[config.mk]
export PLATFORM = sky130hd
export DESIGN_NAME = imem_fetch_ctrl
export DESIGN_NICKNAME = d
export VERILOG_FILES = /design/src/rtl/fetch_pkg.sv /design/src/rtl/imem_fetch_ctrl.sv
export SDC_FILE = /design/constraint.sdc
export NUM_CORES = 1
export LEC_CHECK = 0
export CAP_MARGIN = 20
export CORE_ASPECT_RATIO = 1.75
export CORE_UTILIZATION = 41
export DETAILED_ROUTE_END_ITERATION = 8
export PLACE_DENSITY_LB_ADDON = 0.25
export SLEW_MARGIN = 20
export SYNTH_ARGS = -nofsm -noshare
export SYNTH_HDL_FRONTEND = slang
export SYNTH_SLANG_ARGS = --single-unit
export TNS_END_PERCENT = 5
[constraint.sdc]
create_clock -name clk -period 1.8 [get_ports clk]
set_input_delay 0.27 -clock clk [delete_from_list [all_inputs] [get_ports clk]]
set_output_delay 0.27 -clock clk [all_outputs]
set_load 0.1 [all_outputs]
[src/rtl/fetch_pkg.sv]
// Shared types and constants for the instruction fetch sequencer.
package fetch_pkg;

  typedef enum logic [1:0] {
    IDLE   = 2'd0,
    RUN    = 2'd1,
    DRAIN  = 2'd2,
    HALTED = 2'd3
  } fetch_state_e;

  localparam logic [31:0] INSTR_NOP = 32'h0000_0013;
  localparam logic [31:0] PC_STEP   = 32'd4;

  // Force a byte PC onto a word boundary.
  function automatic logic [31:0] align_pc(input logic [31:0] p);
    return {p[31:2], 2'b00};
  endfunction

endpackage

[src/rtl/imem_fetch_ctrl.sv]
// Fetch sequencer: owns the PC, addresses the instruction memory and holds
// one fetched instruction in a valid/ready output stage toward decode.
module imem_fetch_ctrl
  import fetch_pkg::*;
#(
  parameter logic [31:0] RESET_PC = 32'h0000_0000,
  parameter int          ADDR_W   = 6
) (
  input  logic        clk,
  input  logic        reset,
  input  logic        start,
  input  logic        halt_req,
  input  logic        redirect_valid,
  input  logic [31:0] redirect_pc,
  output logic [31:0] imem_addr,
  input  logic [31:0] imem_rdata,
  output logic        fetch_valid,
  input  logic        fetch_ready,
  output logic [31:0] fetch_instr,
  output logic [31:0] fetch_pc,
  output logic        halted,
  output logic        misalign_err,
  output logic [31:0] fetch_count
);

  fetch_state_e state, state_nxt;
  logic [31:0]  pc;
  logic         fire;
  logic         load;

  assign fire = fetch_valid && fetch_ready;
  // Redirect wins over a load: the flushed cycle never captures the old path.
  assign load = (state == RUN) && !halt_req && !redirect_valid &&
                (!fetch_valid || fetch_ready);

  // Word address; the low ADDR_W bits form the index the memory decodes, so
  // wrap past the last word falls out of the memory ignoring the upper field.
  assign imem_addr = {2'b00, pc[31:ADDR_W+2], pc[ADDR_W+1:2]};
  assign halted    = (state == IDLE) || (state == HALTED);

  // Next-state: drain waits for the output stage to empty before halting.
  always_comb begin
    state_nxt = state;
    case (state)
      IDLE:    if (start) state_nxt = RUN;
      RUN:     if (halt_req) state_nxt = DRAIN;
      DRAIN: begin
        if (!halt_req)                 state_nxt = RUN;
        else if (!fetch_valid || fire) state_nxt = HALTED;
      end
      HALTED:  if (start && !halt_req) state_nxt = RUN;
      default: state_nxt = IDLE;
    endcase
  end

  // State register.
  always_ff @(posedge clk) begin
    if (reset) state <= IDLE;
    else       state <= state_nxt;
  end

  // PC: redirect target (any state) or sequential advance on each load.
  always_ff @(posedge clk) begin
    if (reset)               pc <= RESET_PC;
    else if (redirect_valid) pc <= align_pc(redirect_pc);
    else if (load)           pc <= pc + PC_STEP;
  end

  // Output stage: flush on redirect, capture on load, empty on a bare fire.
  always_ff @(posedge clk) begin
    if (reset) begin
      fetch_valid <= 1'b0;
      fetch_instr <= INSTR_NOP;
      fetch_pc    <= 32'h0;
    end else if (redirect_valid) begin
      fetch_valid <= 1'b0;
    end else if (load) begin
      fetch_valid <= 1'b1;
      fetch_instr <= imem_rdata;
      fetch_pc    <= pc;
    end else if (fire) begin
      fetch_valid <= 1'b0;
    end
  end

  // Status: sticky misalignment flag and retired-fetch counter.
  always_ff @(posedge clk) begin
    if (reset) begin
      misalign_err <= 1'b0;
      fetch_count  <= 32'h0;
    end else begin
      if (redirect_valid && (redirect_pc[1:0] != 2'b00)) misalign_err <= 1'b1;
      if (fire) fetch_count <= fetch_count + 32'd1;
    end
  end

endmodule

### Yosys cells after proc, flatten, opt, wreduce, memory -nomap -nowiden

Index checks and enable logic that the tools add are counted.

| operators by class | value |
|---|---|
| shift operators | 0 |
| eq/ne operators | 7 |
| muxes and demuxes | 10 |
| divide/modulo/power cells | 0 |
| add/sub/neg operators | 2 |
| reductions and logical operators | 19 |
| bitwise operators | 1 |
| multipliers | 0 |
| magnitude comparators | 0 |

Operator list:

| kind | count |
|---|---|
| 2-to-1 mux 32 bit | 2 |
| adder 32 x 1 -> 32 bit, second input constant | 1 |
| adder 32 x 3 -> 32 bit, second input constant | 1 |
| 2-to-1 mux 2 bit | 5 |
| case mux 2 bit (4 select lines) | 1 |
| logical AND 1 bit | 6 |
| nonzero test 2 bit | 3 |
| == test 2 bit, second input constant | 2 |
| != test 2 bit, second input constant | 2 |
| AND reduction 4 bit | 1 |
| logical NOT 1 bit | 3 |
| logical OR 1 bit | 3 |
| != test 3 bit, second input constant | 1 |
| == test 2 x 1 -> 1 bit, second input constant | 1 |
| logical NOT 2 bit | 1 |
| 2-to-1 mux 1 bit | 2 |
| != test 2 x 1 -> 1 bit, second input constant | 1 |
| AND reduction 2 bit | 1 |
| OR reduction 2 bit | 1 |
| inverter 1 bit | 1 |

| word-level totals | value |
|---|---|
| input bits | 70 |
| memory bits (read-only) | 0 |
| memories kept | 0 |
| word-level logic and storage cells | 47 |
| memory bits (writable) | 0 |
| latch bits | 0 |
| register bits after elaboration | 132 |

### Depth between registers and ports, before layout

| logic depth | value |
|---|---|
| depth in word-level cells | 6 |
| gate-level depth with buffers | 9 |

### Worst setup path after synthesis

Ideal clock, no wire load.

| path | value |
|---|---|
| kind | reg2reg |
| start point | reg pc[9] |
| end point | reg pc[30] |
| stages on the path, launching flop included | 7 |
| data arrival time | 2,677 ps |
| buffers on the path | 2 |
| period minus slack after synthesis | 2,789 ps |
| setup slack | -989 ps |
| setup time | 112 ps |
| path through | dfxtp_1 buf_2 nand4_2 or4_4 buf_6 o41a_1 a2111oi_1 |

| on the way | value |
|---|---|
| longest elaborated chain between the ends | 3 |

RTL lines:

| item | RTL line | source |
|---|---|---|
| start, declared | imem_fetch_ctrl.sv:27 | `logic [31:0] pc;` |
| start signal, assigned | imem_fetch_ctrl.sv:65 | `else if (redirect_valid) pc <= align_pc(redirect_pc);` |
| start signal, assigned | imem_fetch_ctrl.sv:66 | `else if (load) pc <= pc + PC_STEP;` |
| adder 32 x 3 -> 32 bit | imem_fetch_ctrl.sv:66 |  |
| 2-to-1 mux 32 bit | imem_fetch_ctrl.sv:66 |  |
| 2-to-1 mux 32 bit | imem_fetch_ctrl.sv:65 |  |

No other way between the ends. The select of a mux whose other input is x is not followed.
A chain may end at the register's enable or synchronous reset.

### Worst setup path after layout

| path | value |
|---|---|
| start point | reg pc[9] |
| end point | reg pc[28] |

Same word-level chain as after synthesis.

==> flow_metrics.py <==
metrics = {
    "floorplanning": {
        "start_util_pct": 42.32,
        "std_cell_rows": 57,
        "die_height_um": 160.9,
        "coreArea_um2": 13980,
        "die_area_um2": 14930,
        "io_pins": 201,
        "dieWidth_um": 92.80,
    },
    "run_status": {
        "outcome": "complete, but fails checks",
        "failed_checks": "negative setup slack",
    },
    "critical_path": {
        "cp_slowest_stage_delay_ps": 610,
        "cp-start-kind": "flop",
        "crit_type": "reg2reg",
        "end_kind": "flop",
        "worstPathCellList": "nand4_4, or4_4, buf_6, or4_4, o2111a_1",
        "cp_max_fo": 5,
        "rr_worst_depth": 5,
        "timing.critical_path.max_delay_family": "simple AND/OR/NAND/NOR gates",
        "cp.arrival_ps": 2190,
        "cp_common_cell": "or4_4",
        "cp.required_ps": 2100,
        "rr_startpoint": "pc[9]$_SDFFE_PP0P_",
        "critPathSlowestCell": "or4_4",
        "r2r_end": "pc[28]$_SDFFE_PP0P_",
        "reg2reg_slack_ps": -100,
        "worstPathBufferInverterCount": 1,
    },
    "min_path": {
        "hold_end": "fetch_count[25]$_SDFFE_PP0P_",
        "min_from": "reset",
        "hp-class": "in2reg",
        "hold_path_depth": 2,
    },
    "sta": {
        "fin_crit_sh_pct": 105.4,
        "fmax_mhz": 527.0,
        "hold-worst-slack_ps": 73.21,
        "tightest_slew_ps": 561.5,
        "max-slew-margin-rel_pct": 62.57,
        "slew_viol_final": 0,
        "clock_skew_ps": 9.505,
        "post-route-min-period_ps": 1897,
        "setup_viol": 7,
        "final.setup.worst_slack_ps": -97.36,
        "hold_violations": 0,
        "rsz0062_at_grt": "yes",
    },
    "clocking": {
        "cts.sinks": 128,
        "cts.htree.levels": 4,
        "clk_pin_slew_worst_paths_ps": 60,
        "cts_root_buffer": "clkbuf_16",
        "clock_latency_ps": 410,
        "cts_tree": "built",
        "clk_path_buf_depth": 2,
        "cts-buffers-inserted": 17,
    },
    "pwr": {
        "p_leak_nw": 3.779,
        "power_density_nw_per_um2": 849.3,
        "finalPower_w": 0.008463,
        "vdd_drop_max_mv": 0.5839,
    },
    "drt": {
        "top_layer": "met4",
        "vias_per_cell": 5.575,
        "drtIter0Drc": 333,
        "drt-met1-wl_mm": 7.652,
        "firstDrtPassIters": 5,
        "antenna_left": 0,
        "drc": 0,
        "met2_length_mm": 10.70,
        "wl_per_cell_um": 16.73,
        "dr_total_vias": 6623,
        "wirelength_mm": 19.88,
        "wl_met3_mm": 1.032,
    },
    "global_routing": {
        "grt_overflow": 0,
        "track_usage_pct": 26.01,
        "first_global_vias": 6267,
        "grt_max_degree": 70,
        "grt_pass1_wl_mm": 31.08,
        "antenna_found_initial": 0,
    },
    "placed_design": {
        "portBuffers": 196,
        "gp_congestion": 0.8297,
        "placed_area_um2": 9089,
        "hpwlAfterDp_mm": 14.11,
    },
    "cells_and_area": {
        "area.growth.synth_to_final_pct": 68.44,
        "fin_area_um2": 9965,
        "nNetsFinal": 1074,
        "n_antenna_cell": 0,
        "drive_gt1_share_pct": 36.20,
        "post-route-util_pct": 71.29,
    },
    "synthesis": {
        "synthMostInstantiatedCell": "dfxtp_1",
        "synth_common_cells": "128 x dfxtp_1, 93 x nand2_1, 80 x a21oi_1, 74 x o21ai_0, 51 x clkbuf_1",
        "synth_ff_type": "dfxtp_1",
        "synth_seq_area_share_pct": 43.32,
        "synth_top_area_cell": "dfxtp_1",
        "synth_top_area_share_pct": 43.32,
        "synth-seq-cells": 128,
        "yosysWarnings": 0,
        "synth_area_um2": 5916,
        "synth_area_per_cell_um2": 8.049,
        "ys_types": 50,
        "synthTopCellsByArea": "dfxtp_1 43%, a21oi_1 6.8%, o21ai_0 6.3%",
        "synth_edf_count": 0,
        "synth_cells": 735,
        "async_flop_share_pct": 0,
    },
    "flow_run": {
        "maxCapViolCount": 0,
    },
}
## flip-flops by register name, indices dropped and copies added (netlist names)
signal	count
pc	30
fetch_instr	32
state	2
fetch_valid	1
fetch_pc	30
misalign_err	1
fetch_count	32
## where the power goes
part	internal [W]	switching, W	leakage, nW
Sequential	0.00290	0.0000700	1.08
Combinational	0.000681	0.00131	2.40
Clock	0.00219	0.00131	0.300
## routing by layer
metal,up-vias,global-route usage [%]
li1,3203,-
met1,3159,29.65
met2,221,46.82
met3,40,4.972
met4,0,10.14
met5,-,0
## cells in the final DEF, fill, tap and decap left out, types with 16 or more instances in the layout
cell,instances
a21oi_1,79
buf_12,47
buf_4,180
clkbuf_16,19
clkdlybuf4s50_1,66
dfxtp_1,73
dfxtp_4,43
nand2_1,91
nand3_1,26
nand4_1,23
nor2_1,43
o21ai_0,70
o31ai_1,17
or4_1,16
## layout make-up
type,count,area (um2)
repair buffers,304,3068
clock buffers,23,520.5
flip-flops and latches,128,2739
inverters,13,48.80
clock inverters,9,95.09
well taps,177,221.5
fillers,1103,4014
multi-input cells,534,3272
## worst max-delay path by stage
stage                                    from                   to  cells past startpoint
final                      pc[9]$_SDFFE_PP0P_  pc[28]$_SDFFE_PP0P_                      5
after global routing      pc[18]$_SDFFE_PP0P_  pc[25]$_SDFFE_PP0P_                      6
after CTS                  pc[9]$_SDFFE_PP0P_  pc[27]$_SDFFE_PP0P_                      5
after detailed placement          fetch_ready  pc[17]$_SDFFE_PP0P_                      6
after global placement            fetch_ready  pc[17]$_SDFFE_PP0P_                      6
after floorplan            pc[9]$_SDFFE_PP0P_  pc[23]$_SDFFE_PP0P_                      5
## through the flow
stage	TNS, ps	std cells	setup WS [ps]
final	-400.9	1188	-97.36
after floorplan	-10120	738	-324.1
after CTS	-455.3	1188	-88.89
after global routing	-1447	1188	-180.6
after global placement	-28970	1151	-428.2
after detailed placement	-30440	1151	-527.9
## cell families (layout without fill, tap and decap cells)
group | after synthesis | count (layout) | synth area share, %
compound gates | 218 | 218 | 22.19
xor+xnor | 16 | 16 | 2.369
fa+ha+maj | 6 | 6 | 1.269
buf+inv | 77 | 349 | 5.309
flops | 128 | 128 | 43.32
mux | 6 | 6 | 1.142
other cells | 1 | 4 | 0.06339
simple gates | 283 | 284 | 24.34
## timing repair
item / CTS / global route
endpoints found under the setup margin: 86 / 74
setup buffers: 4 / 0
endpoints found under the hold margin: 0 / 0
pin swaps: 18 / 5
cloned: 1 / 0
gates resized for setup: 29 / 23
hold buffers: 0 / 0
No activity file was read; power rests on OpenSTA's default activity.
